$ cat config.mk
export PLATFORM = sky130hd
export DESIGN_NAME = id_ex_stage_flat
export DESIGN_NICKNAME = d
export VERILOG_FILES = /design/src/rtl/ctrl_pkg.sv /design/src/rtl/id_ex_stage_if.sv /design/src/rtl/load_use_detect.sv /design/src/rtl/id_ex_stage.sv /design/src/flat_wrapper.sv
export SDC_FILE = /design/constraint.sdc
export NUM_CORES = 1
export LEC_CHECK = 0
export BUFFER_PORTS_ARGS = -buffer_cell sky130_fd_sc_hd__buf_4
export CORE_MARGIN = 3
export CORE_UTILIZATION = 46
export DETAILED_ROUTE_END_ITERATION = 12
export GPL_ROUTABILITY_DRIVEN = 0
export PLACE_DENSITY = 0.81
export REMOVE_ABC_BUFFERS = 1
export SLEW_MARGIN = 20
export SYNTH_ARGS = -nofsm -noshare
export SYNTH_HDL_FRONTEND = slang
export SYNTH_SLANG_ARGS = --single-unit
$ cat constraint.sdc
create_clock -name clk -period 6.65 [get_ports clk]
set_clock_uncertainty 0.1 [all_clocks]
set_input_delay 1.33 -clock clk [delete_from_list [all_inputs] [get_ports clk]]
set_output_delay 1.33 -clock clk [all_outputs]
set_load 0.1 [all_outputs]
$ cat src/rtl/ctrl_pkg.sv
// Decoder control-bundle layout shared by ID/EX and downstream stages.
// Bit indices name individual control lines inside the 14-bit bundle.
package ctrl_pkg;

  localparam int CTRL_W = 14;

  localparam int RegDest      = 13;
  localparam int BranchEQ     = 12;
  localparam int BranchNE     = 11;
  localparam int MemRead      = 10;
  localparam int MemToReg     = 9;
  localparam int ALUOp1       = 8;
  localparam int ALUOp2       = 7;
  localparam int MemWrite     = 6;
  localparam int ALUSrc       = 5;
  localparam int RegWrite     = 4;
  localparam int Jump         = 3;
  localparam int TrunkModeHi  = 2;
  localparam int TrunkModeLo  = 1;
  localparam int ShiftToTrunk = 0;

  localparam logic [1:0] TRUNK_WORD = 2'b00;
  localparam logic [1:0] TRUNK_HALF = 2'b01;
  localparam logic [1:0] TRUNK_BYTE = 2'b10;

  typedef logic [CTRL_W-1:0] ctrl_t;

endpackage

$ cat src/rtl/id_ex_stage_if.sv
// ID-side inputs and EX-side outputs of the ID/EX pipeline register.
// The stage owns the slave view; the decoder/EX side uses master.
interface id_ex_stage_if
  import ctrl_pkg::*;
#(
  parameter int DATA_W = 32
);
  logic              id_valid;
  ctrl_t             id_ctrl;
  logic [31:0]       id_pc_plus4;
  logic [DATA_W-1:0] id_rs_data;
  logic [DATA_W-1:0] id_rt_data;
  logic [15:0]       id_imm;
  logic [4:0]        id_rs;
  logic [4:0]        id_rt;
  logic [4:0]        id_rd;

  ctrl_t             ex_ctrl;
  logic              ex_valid;
  logic [31:0]       ex_pc_plus4;
  logic [DATA_W-1:0] ex_rs_data;
  logic [DATA_W-1:0] ex_rt_data;
  logic [DATA_W-1:0] ex_imm_ext;
  logic [4:0]        ex_rs;
  logic [4:0]        ex_rt;
  logic [4:0]        ex_rd;

  modport slave (
    input  id_valid, id_ctrl, id_pc_plus4, id_rs_data, id_rt_data,
           id_imm, id_rs, id_rt, id_rd,
    output ex_ctrl, ex_valid, ex_pc_plus4, ex_rs_data, ex_rt_data,
           ex_imm_ext, ex_rs, ex_rt, ex_rd
  );

  modport master (
    output id_valid, id_ctrl, id_pc_plus4, id_rs_data, id_rt_data,
           id_imm, id_rs, id_rt, id_rd,
    input  ex_ctrl, ex_valid, ex_pc_plus4, ex_rs_data, ex_rt_data,
           ex_imm_ext, ex_rs, ex_rt, ex_rd
  );
endinterface

$ cat src/rtl/load_use_detect.sv
// Combinational load-use compare: a load in EX whose destination is read
// by the instruction in ID.
module load_use_detect (
  input  logic       exValid,
  input  logic       exMemRead,
  input  logic [4:0] exRt,
  input  logic       idValid,
  input  logic       idJump,
  input  logic       idRegDest,
  input  logic       idBranchEQ,
  input  logic       idBranchNE,
  input  logic       idMemWrite,
  input  logic [4:0] idRs,
  input  logic [4:0] idRt,
  output logic       hazard
);
  logic usesRs;
  logic usesRt;
  logic loadInEx;

  assign usesRs   = ~idJump;
  assign usesRt   = idRegDest | idBranchEQ | idBranchNE | idMemWrite;
  // $0 is never a real dependency, even when a load targets it
  assign loadInEx = exValid & exMemRead & (exRt != 5'd0) & idValid;

  assign hazard = loadInEx &
                  ((usesRs & (idRs == exRt)) | (usesRt & (idRt == exRt)));
endmodule

$ cat src/rtl/id_ex_stage.sv
// ID/EX pipeline register with load-use bubble insertion, flush kill and a
// saturating count of hazard-stall cycles.
module id_ex_stage
  import ctrl_pkg::*;
#(
  parameter int DATA_W      = 32,
  parameter int STALL_CNT_W = 16
) (
  input  logic                   clk,
  input  logic                   reset,
  input  logic                   hold,
  input  logic                   flush,
  id_ex_stage_if.slave           bus,
  output logic                   stall,
  output logic [STALL_CNT_W-1:0] stall_count
);

  function automatic logic [STALL_CNT_W-1:0] satInc(input logic [STALL_CNT_W-1:0] v);
    return (&v) ? v : v + 1'b1;
  endfunction

  ctrl_t                    ctrl_p1;
  logic                     vld_p1;
  logic [31:0]              pc_p1;
  logic signed [DATA_W-1:0] rsData_p1;
  logic signed [DATA_W-1:0] rtData_p1;
  logic signed [DATA_W-1:0] immExt_p1;
  logic [4:0]               rs_p1;
  logic [4:0]               rt_p1;
  logic [4:0]               rd_p1;
  logic [STALL_CNT_W-1:0]   stallCnt;

  logic                     hazard;
  logic signed [DATA_W-1:0] immExt;

  load_use_detect u_detect (
    .exValid   (vld_p1),
    .exMemRead (ctrl_p1[MemRead]),
    .exRt      (rt_p1),
    .idValid   (bus.id_valid),
    .idJump    (bus.id_ctrl[Jump]),
    .idRegDest (bus.id_ctrl[RegDest]),
    .idBranchEQ(bus.id_ctrl[BranchEQ]),
    .idBranchNE(bus.id_ctrl[BranchNE]),
    .idMemWrite(bus.id_ctrl[MemWrite]),
    .idRs      (bus.id_rs),
    .idRt      (bus.id_rt),
    .hazard    (hazard)
  );

  assign immExt = DATA_W'($signed(bus.id_imm));
  assign stall  = hazard & ~flush & ~hold;

  // ID -> EX boundary
  always_ff @(posedge clk or posedge reset) begin
    if (reset) begin
      ctrl_p1   <= '0;
      vld_p1    <= 1'b0;
      pc_p1     <= '0;
      rsData_p1 <= '0;
      rtData_p1 <= '0;
      immExt_p1 <= '0;
      rs_p1     <= '0;
      rt_p1     <= '0;
      rd_p1     <= '0;
      stallCnt  <= '0;
    end else if (!hold) begin
      pc_p1     <= bus.id_pc_plus4;
      rsData_p1 <= bus.id_rs_data;
      rtData_p1 <= bus.id_rt_data;
      immExt_p1 <= immExt;
      rs_p1     <= bus.id_rs;
      rt_p1     <= bus.id_rt;
      rd_p1     <= bus.id_rd;
      // a killed or bubbled slot carries all-zero control so nothing commits
      if (flush || hazard) begin
        ctrl_p1 <= '0;
        vld_p1  <= 1'b0;
      end else begin
        ctrl_p1 <= bus.id_valid ? bus.id_ctrl : '0;
        vld_p1  <= bus.id_valid;
      end
      if (!flush && hazard)
        stallCnt <= satInc(stallCnt);
    end
  end

  assign bus.ex_ctrl     = ctrl_p1;
  assign bus.ex_valid    = vld_p1;
  assign bus.ex_pc_plus4 = pc_p1;
  assign bus.ex_rs_data  = rsData_p1;
  assign bus.ex_rt_data  = rtData_p1;
  assign bus.ex_imm_ext  = immExt_p1;
  assign bus.ex_rs       = rs_p1;
  assign bus.ex_rt       = rt_p1;
  assign bus.ex_rd       = rd_p1;
  assign stall_count     = stallCnt;

endmodule

$ cat src/flat_wrapper.sv
// flat-port wrapper written by rule: the top's interface ports become plain ports
module id_ex_stage_flat import ctrl_pkg::*;
#(
  parameter int DATA_W      = 32,
  parameter int STALL_CNT_W = 16
)
  (clk, reset, hold, flush, stall, stall_count, bus_id_valid, bus_id_ctrl, bus_id_pc_plus4, bus_id_rs_data, bus_id_rt_data, bus_id_imm, bus_id_rs, bus_id_rt, bus_id_rd, bus_ex_ctrl, bus_ex_valid, bus_ex_pc_plus4, bus_ex_rs_data, bus_ex_rt_data, bus_ex_imm_ext, bus_ex_rs, bus_ex_rt, bus_ex_rd);
  id_ex_stage_if #(.DATA_W(DATA_W)) bus_i ();
  input  logic clk;
  input  logic reset;
  input  logic hold;
  input  logic flush;
  output logic stall;
  output logic [STALL_CNT_W-1:0] stall_count;
  input wire logic [$bits(bus_i.id_valid)-1:0] bus_id_valid;
  input wire logic [$bits(bus_i.id_ctrl)-1:0] bus_id_ctrl;
  input wire logic [$bits(bus_i.id_pc_plus4)-1:0] bus_id_pc_plus4;
  input wire logic [$bits(bus_i.id_rs_data)-1:0] bus_id_rs_data;
  input wire logic [$bits(bus_i.id_rt_data)-1:0] bus_id_rt_data;
  input wire logic [$bits(bus_i.id_imm)-1:0] bus_id_imm;
  input wire logic [$bits(bus_i.id_rs)-1:0] bus_id_rs;
  input wire logic [$bits(bus_i.id_rt)-1:0] bus_id_rt;
  input wire logic [$bits(bus_i.id_rd)-1:0] bus_id_rd;
  output wire logic [$bits(bus_i.ex_ctrl)-1:0] bus_ex_ctrl;
  output wire logic [$bits(bus_i.ex_valid)-1:0] bus_ex_valid;
  output wire logic [$bits(bus_i.ex_pc_plus4)-1:0] bus_ex_pc_plus4;
  output wire logic [$bits(bus_i.ex_rs_data)-1:0] bus_ex_rs_data;
  output wire logic [$bits(bus_i.ex_rt_data)-1:0] bus_ex_rt_data;
  output wire logic [$bits(bus_i.ex_imm_ext)-1:0] bus_ex_imm_ext;
  output wire logic [$bits(bus_i.ex_rs)-1:0] bus_ex_rs;
  output wire logic [$bits(bus_i.ex_rt)-1:0] bus_ex_rt;
  output wire logic [$bits(bus_i.ex_rd)-1:0] bus_ex_rd;
  assign bus_i.id_valid = bus_id_valid;
  assign bus_i.id_ctrl = bus_id_ctrl;
  assign bus_i.id_pc_plus4 = bus_id_pc_plus4;
  assign bus_i.id_rs_data = bus_id_rs_data;
  assign bus_i.id_rt_data = bus_id_rt_data;
  assign bus_i.id_imm = bus_id_imm;
  assign bus_i.id_rs = bus_id_rs;
  assign bus_i.id_rt = bus_id_rt;
  assign bus_i.id_rd = bus_id_rd;
  assign bus_ex_ctrl = bus_i.ex_ctrl;
  assign bus_ex_valid = bus_i.ex_valid;
  assign bus_ex_pc_plus4 = bus_i.ex_pc_plus4;
  assign bus_ex_rs_data = bus_i.ex_rs_data;
  assign bus_ex_rt_data = bus_i.ex_rt_data;
  assign bus_ex_imm_ext = bus_i.ex_imm_ext;
  assign bus_ex_rs = bus_i.ex_rs;
  assign bus_ex_rt = bus_i.ex_rt;
  assign bus_ex_rd = bus_i.ex_rd;
  id_ex_stage #(.DATA_W(DATA_W), .STALL_CNT_W(STALL_CNT_W)) u_core (.clk(clk), .reset(reset), .hold(hold), .flush(flush), .bus(bus_i), .stall(stall), .stall_count(stall_count));
endmodule
==> results of run 1 <==
-- registers in the layout, indices dropped and copies added (netlist names) --
signal / flops
u_core.bus.ex_rt: 5
u_core.stall_count: 16
u_core.bus.ex_rd: 5
u_core.bus.ex_pc_plus4: 32
u_core.bus.ex_imm_ext: 16
u_core.bus.ex_valid: 1
u_core.bus.ex_rt_data: 32
u_core.bus.ex_ctrl: 14
u_core.bus.ex_rs_data: 32
u_core.bus.ex_rs: 5
-- report_power, final --
part           internal (uW)  switching (uW)
combinational            251             821
clock                    665             352
sequential              1040            53.0
-- cell families after synthesis --
kind of cell,after synthesis
multiplexers,129
buffers and inverters,38
adder cells (fa/ha/maj),1
AO/OA/AOI/OAI,20
AND/OR/NAND/NOR,49
flip-flops,158
XOR/XNOR,24
-- placed cells by master (no fill, tap or decap), drive strengths merged --
| cell | netlist | routed |
|---|---|---|
| and2 | 1 | 1 |
| or3 | 1 | 1 |
| ha | 1 | 1 |
| o21a | 1 | 1 |
| xor2 | 1 | 1 |
| mux2 | 129 | 129 |
| dfrtp | 158 | 158 |
| nand3b | 1 | 1 |
| clkinv | 0 | 2 |
| a21boi | 1 | 1 |
| nand2b | 1 | 1 |
| nand3 | 15 | 15 |
| o32ai | 1 | 1 |
| o211ai | 1 | 1 |
| or4 | 1 | 1 |
| bufinv | 0 | 4 |
| inv | 1 | 1 |
| buf | 29 | 322 |
| nor4 | 3 | 3 |
| a22o | 14 | 14 |
| xnor2 | 23 | 23 |
| a21o | 1 | 1 |
| nand4 | 7 | 7 |
| nand2 | 5 | 5 |
| clkbuf | 8 | 25 |
| o41ai | 1 | 1 |
| nor3b | 1 | 1 |
| nor2 | 5 | 5 |
| nor3 | 1 | 1 |
| and3 | 6 | 6 |
| nor2b | 1 | 1 |
-- layout make-up --
class                           instances  share of cell area [%]
Clock buffer                           25                    5.28
Timing Repair Buffer                  322                    25.8
Sequential cell                       158                    42.1
Inverter                                1                  0.0933
Multi-Input combinational cell        223                    23.0
Tap cell                              176                    2.35
Clock inverter                          6                    1.39
-- worst max-delay path by stage --
stage,end,slack [ns],startpoint
2_1_floorplan,u_core.bus.ex_imm_ext[15],-5.25,u_core.bus.ex_imm_ext[15]
3_3_place_gp,stall,2.31,bus_id_ctrl[12]
3_5_place_dp,stall,2.28,bus_id_ctrl[12]
4_1_cts,stall,2.28,bus_id_ctrl[12]
5_1_grt,stall,2.10,bus_id_rs[3]
6_report,stall,2.25,bus_id_ctrl[12]
-- stage by stage --
step | std cells | cell area (sq um) | util (%) | setup TNS (ns) | worst slack [ns]
finish | 911 | 9380 | 70.3 | 0 | 2.25
global route | 911 | 9380 | 70.3 | 0 | 2.10
CTS | 911 | 9380 | 70.3 | 0 | 2.28
detailed placement | 880 | 8760 | 65.6 | 0 | 2.28
global placement | 880 | 8760 | 65.6 | 0 | 2.31
floorplan | 382 | 6120 | - | -93.67 | -5.25
-- layer usage --
| metal | track usage [%] | wire length [um] | part of all wire, % |
|---|---|---|---|
| met1 | 21.1 | 5560 | 35 |
| met2 | 37.4 | 8670 | 54 |
| met3 | 7.37 | 1420 | 8.8 |
| met4 | 8.79 | 391 | 2.4 |
| met5 | 0 | 0 | 0 |
-- worst register-to-register path, cell delays in order, from the launching register on --
cell and delay, ns:
dfrtp_1 0.47, xnor2_1 0.19, nand4_1 0.16, o32ai_4 0.66, nand4_1 0.22, mux2_1 0.35
==> out/qor.yml, run 1 <==
run_status:
  status: "finished, final reports clean"
pwr:
  power_density_mw_per_mm2: 340
  ir_worst_vdd_uv: 186
  p_total_uw: 3190
  p_leak_uw: 0.00450
timing:
  clock.fmax_mhz: 227
  period_share_pct: 66.2
  rsz0062_at_grt: "no"
  worst_pin_slew_ns: 0.926
  fin_crit_ns: 4.40
  maxSlewHeadroom_pct: 38.3
  slew_viol_final: 0
  hold_viol: 0
  setup_viol: 0
  whs_ns: 0.402
logic_synthesis:
  synth.area.mux_share_pct: 22.9
  synth.most_common_cell: "dfrtp_1"
  syn_area_sq_mm: 0.00635
  synth_cells: 419
  synth_compound_area_share_pct: 3.23
  ys_ff_latch: 158
  synth_top_family_by_area: "multiplexers"
  synth_edf_count: 0
  synthTopCellsByArea: "dfrtp_1 (62%), mux2_2 (23%), xnor2_1 (3.2%)"
  synth-simple-area-share_pct: 4.32
  syn_avg_cell_area_sq_um: 15.2
  synthFlopType: "dfrtp_1"
  synthArstFlopShare_pct: 100
  yosys.area_share.xor_xnor_pct: 3.31
  yosys.area.top_type_share_pct: 62.3
  yosysTopAreaCell: "dfrtp_1"
  ys_types: 34
  synth.top_cells.by_count: "dfrtp_1 (158), mux2_2 (127), xnor2_1 (23), buf_4 (17), nand3_1 (15)"
  yosys_warnings: 0
  synthAdderAreaFrac_pct: 0.197
  yosysSeqAreaShare_pct: 62.3
clock_network:
  numCtsBuffers: 17
  ctsHoldBuffers: 0
  cts_setup_buffers: 0
  cts_tree: "yes"
  cts_sinks: 158
  clk_pin_slew_ns: 0.05
  post_cts_resized: 0
  cts-root-buf: "clkbuf_16"
  h-tree-depth: 4
  cts_buffer_depth: 2
  clock_latency_ns: 0.42
detailed_routing:
  wl_per_cell_um: 17.6
  post-route-drc-count: 0
  dr.pass1.iters: 4
  ant_nets: 0
  vias_per_cell: 4.99
  routed_wl_mm: 16.0
  via_count: 4542
  drt_iter0_drc: 201
setup_path:
  path_delay_family: "compound AO/OA/AOI/OAI gates"
  reg2reg_from: "u_core.bus.ex_rt[0]"
  worstPathArrival_ns: 2.97
  critPathMaxStageDelay_ns: 0.68
  cp.buffers_inverters: 2
  required_ns: 5.22
  reg2regPathDepth: 5
  cp_common_cell: "buf_4"
  critical_path_class: "input pin to output port"
  path_depth: 5
  cp_max_fo: 17
  end_kind: "output port"
  path_cells: "buf_4 -> o41ai_1 -> o32ai_4 -> nor2b_1 -> buf_4"
  crit_path_top_delay_cell: "o41ai_1"
  regToRegSetupSlack_ns: 4.39
  start_kind: "input pin"
  reg2reg_to: "u_core.stall_count[14]"
final_layout:
  nNetsFinal: 870
  drive_gt1_share_pct: 65.7
  synthToLayoutAreaGrowth_pct: 47.8
  multiInputGateArea_sq_mm: 0.00216
  seq_area_sq_mm: 0.00395
  diodes: 0
  fillCellCount: 975
placement:
  io_buffers: 320
  hpwlAfterDp_mm: 12.1
worst_hold_path:
  worstHoldEndpoint: "u_core.bus.ex_pc_plus4[18]"
  hold_start: "u_core.bus.ex_pc_plus4[18]"
  hold_depth: 1
  min_path_type: "flip-flop to flip-flop"
die:
  start_util_pct: 47.6
  io_pins: 321
  core_area_sq_mm: 0.0133
  die_w_um: 123
  die-area_sq_mm: 0.0152
  rows: 42
  die-height_um: 123
flow_run:
  cap_violations: 0
global_route:
  grtUsageTotal_pct: 20.5
  grt.overflow.total: 0
  grt_pass1_wl_mm: 23.6
  grt_max_degree: 102
  grt_pass1_vias: 4785
  antenna_found_initial: 0
Note: power is estimated with default switching activity, not from simulation.
==> run 2: changes to the inputs <==
- CORE_UTILIZATION: 46 -> 41
- PLACE_DENSITY: 0.81 -> 0.76
- clock period: 6.65 -> 3.9 ns (I/O delays scaled with it)
==> run 2 against run 1 <==
Effect of this change:
- die area grew 12%
- clock power grew 70%
- combinational power grew 72%
- critical path type is now flip-flop to output port
- critical endpoint unchanged
==> out/qor.yml, run 2 (synthesis results as in run 1) <==
final_layout:
  seq_area_sq_mm: 0.00395  # unchanged
  final_common_cell: "buf_4"
  synthToLayoutAreaGrowth_pct: 48.2
  multiInputGateArea_sq_mm: 0.00216  # unchanged
  final_util_pct: 63.3  # -7.0 points
  final_cell_mix: "buf_4 (320), dfrtp_1 (158), mux2_2 (127)"
  diodes: 0  # unchanged
  nNetsFinal: 870  # unchanged
  fillCellCount: 1153  # +18%
  finalNonFillerCells: 918  # +0.77%
  drive_gt1_share_pct: 65.8  # +0.090 points
die:
  io_pins: 321  # unchanged
  die-area_sq_mm: 0.0170  # +12%
  die_w_um: 130  # +5.6%
  start_util_pct: 42.7  # -4.9 points
  core_area_sq_mm: 0.0149  # +11%
  die-height_um: 130  # +5.6%
  rows: 44  # +4.8%
placement:
  io_buffers: 320  # unchanged
  place_inst: 888  # +0.91%
  hpwlAfterDp_mm: 12.5  # +3.0%
global_route:
  met2_usage_pct: 33.3  # -4.2 points
  grt.busiest_layer: "met2"
  use_met1_pct: 20.5  # -0.59 points
  grt_max_degree: 143  # +40%
  antenna_found_initial: 0  # unchanged
  grt_pass1_wl_mm: 24.6  # +4.3%
  grt.overflow.total: 0  # unchanged
  grtUsageMet3_pct: 6.75  # -0.62 points
  grt_pass1_vias: 4743  # -0.88%
  grtUsageTotal_pct: 18.8  # -1.7 points
clock_network:
  cts_setup_buffers: 0  # unchanged
  cts_tree: "yes"
  h-tree-depth: 4  # unchanged
  clk_pin_slew_ns: 0.06  # about the same
  post_cts_resized: 0  # unchanged
  cts_sinks: 158  # unchanged
  ctsHoldBuffers: 0  # unchanged
  cts-root-buf: "clkbuf_16"
  cts_buffer_depth: 2  # unchanged
  numCtsBuffers: 17  # unchanged
  clock_latency_ns: 0.42  # about the same
timing:
  clock.fmax_mhz: 298
  hold_viol: 0  # unchanged
  worst_pin_slew_ns: 0.796  # -0.129 ns
  setup_viol: 0  # unchanged
  maxSlewHeadroom_pct: 46.9  # +8.6 points
  setup_tns_ns: 0  # unchanged
  period_share_pct: 86.1
  slew_viol_final: 0  # unchanged
  fin_crit_ns: 3.36
  rsz0062_at_grt: "no"
pwr:
  combPwrFrac_pct: 33.8  # +0.2 points
  p_sw_uw: 2110  # +72%
  switching_share_pct: 38.9  # +0.38 points
  power_density_mw_per_mm2: 578  # +70%
  p_int_uw: 3320  # +70%
  p_leak_uw: 0.00451  # +0.11%
  clkPwrFrac_pct: 31.9  # about the same
  p_seq_share_pct: 34.4  # about the same
  ir_worst_vdd_uv: 318  # +71%
setup_path:
  cp_max_fo: 17  # unchanged
  start_kind: "flip-flop"
  regToRegSetupSlack_ns: 1.60  # -2.79 ns
  reg2reg_from: "u_core.bus.ex_rt[0]"
  end_kind: "output port"
  path_delay_family: "compound AO/OA/AOI/OAI gates"
  critical_path_class: "flip-flop to output port"
  cp.buffers_inverters: 1  # -1
  crit_path_top_delay_cell: "o32ai_4"
  startpoint: "u_core.bus.ex_rt[0]"
  path_cells: "xnor2_1 -> nand4_1 -> o32ai_4 -> nor2b_1 -> buf_4"
  worstPathArrival_ns: 2.48  # -0.49 ns
  required_ns: 3.02  # -2.20 ns
  critPathMaxStageDelay_ns: 0.65  # -0.03 ns
detailed_routing:
  ant_nets: 0  # unchanged
  dr.pass1.iters: 4  # unchanged
  vias_per_cell: 4.93  # -1.1%
  routed_wl_mm: 16.6  # +3.6%
  drt_iter0_drc: 116  # -42%
  wl_per_cell_um: 18.1  # +2.8%
  post-route-drc-count: 0  # unchanged
  via_count: 4528  # -0.31%
flow_run:
  cap_violations: 0  # unchanged
worst_hold_path:
  min_path_type: "input pin to asynchronous set/reset pin"
run_status:
  status: "finished, final reports clean"
## run 2: worst paths after layout
path / to / depth (start not counted)
max in group asynchronous: u_core.bus.ex_ctrl[11] / 3
min in group clk: u_core.bus.ex_rs_data[10] / 1
worst min register to register: u_core.bus.ex_rs_data[10] / 1
worst max-delay path: stall / 5
worst max register to register: u_core.stall_count[1] / 5
worst min-delay path: u_core.bus.ex_pc_plus4[22] / 2
## run 2: power groups by stage
stage                     logic, uW  registers, uW  clock network (uW)
after floorplan                 197           3050                   0
after global placement         1840           1890                   0
after detailed placement       1850           1900                   0
after CTS                      1850           1870                1770
after global routing           1890           1880                1850
final                          1840           1870                1730
## run 2: worst reg2reg max path, cell delays in order (launching register included)
cell and delay, ns:
dfrtp_1 0.47, xnor2_1 0.23, nand4_1 0.17, o32ai_4 0.65, nand2_1 0.23, mux2_4 0.34
## run 2: per-layer routing
metal  up-vias  routed length [um]
li1       2074                   -
met1      2239                5930
met2       189                8870
met3        26                1440
met4         0                 387
met5         -                   0
## run 2: cell type report
| class | count | area share [%] |
|---|---|---|
| multi-input combinational | 223 | 22.9 |
| tap | 184 | 2.45 |
| clock buffer | 23 | 5.08 |
| inverter | 1 | 0.0931 |
| timing repair buffer | 322 | 26.0 |
| sequential | 158 | 42.0 |
| clock inverter | 7 | 1.44 |
## run 2: through the flow
stage	cell area, sq um	power [uW]	setup slack, ns	hold slack [ns]
floorplan	6120	3250	-8.00	0.797
global placement	8790	3720	0.599	0.388
detailed placement	8790	3750	0.599	0.394
CTS	9410	5490	0.518	0.407
global route	9410	5620	0.374	0.412
finish	9410	5440	0.543	0.385
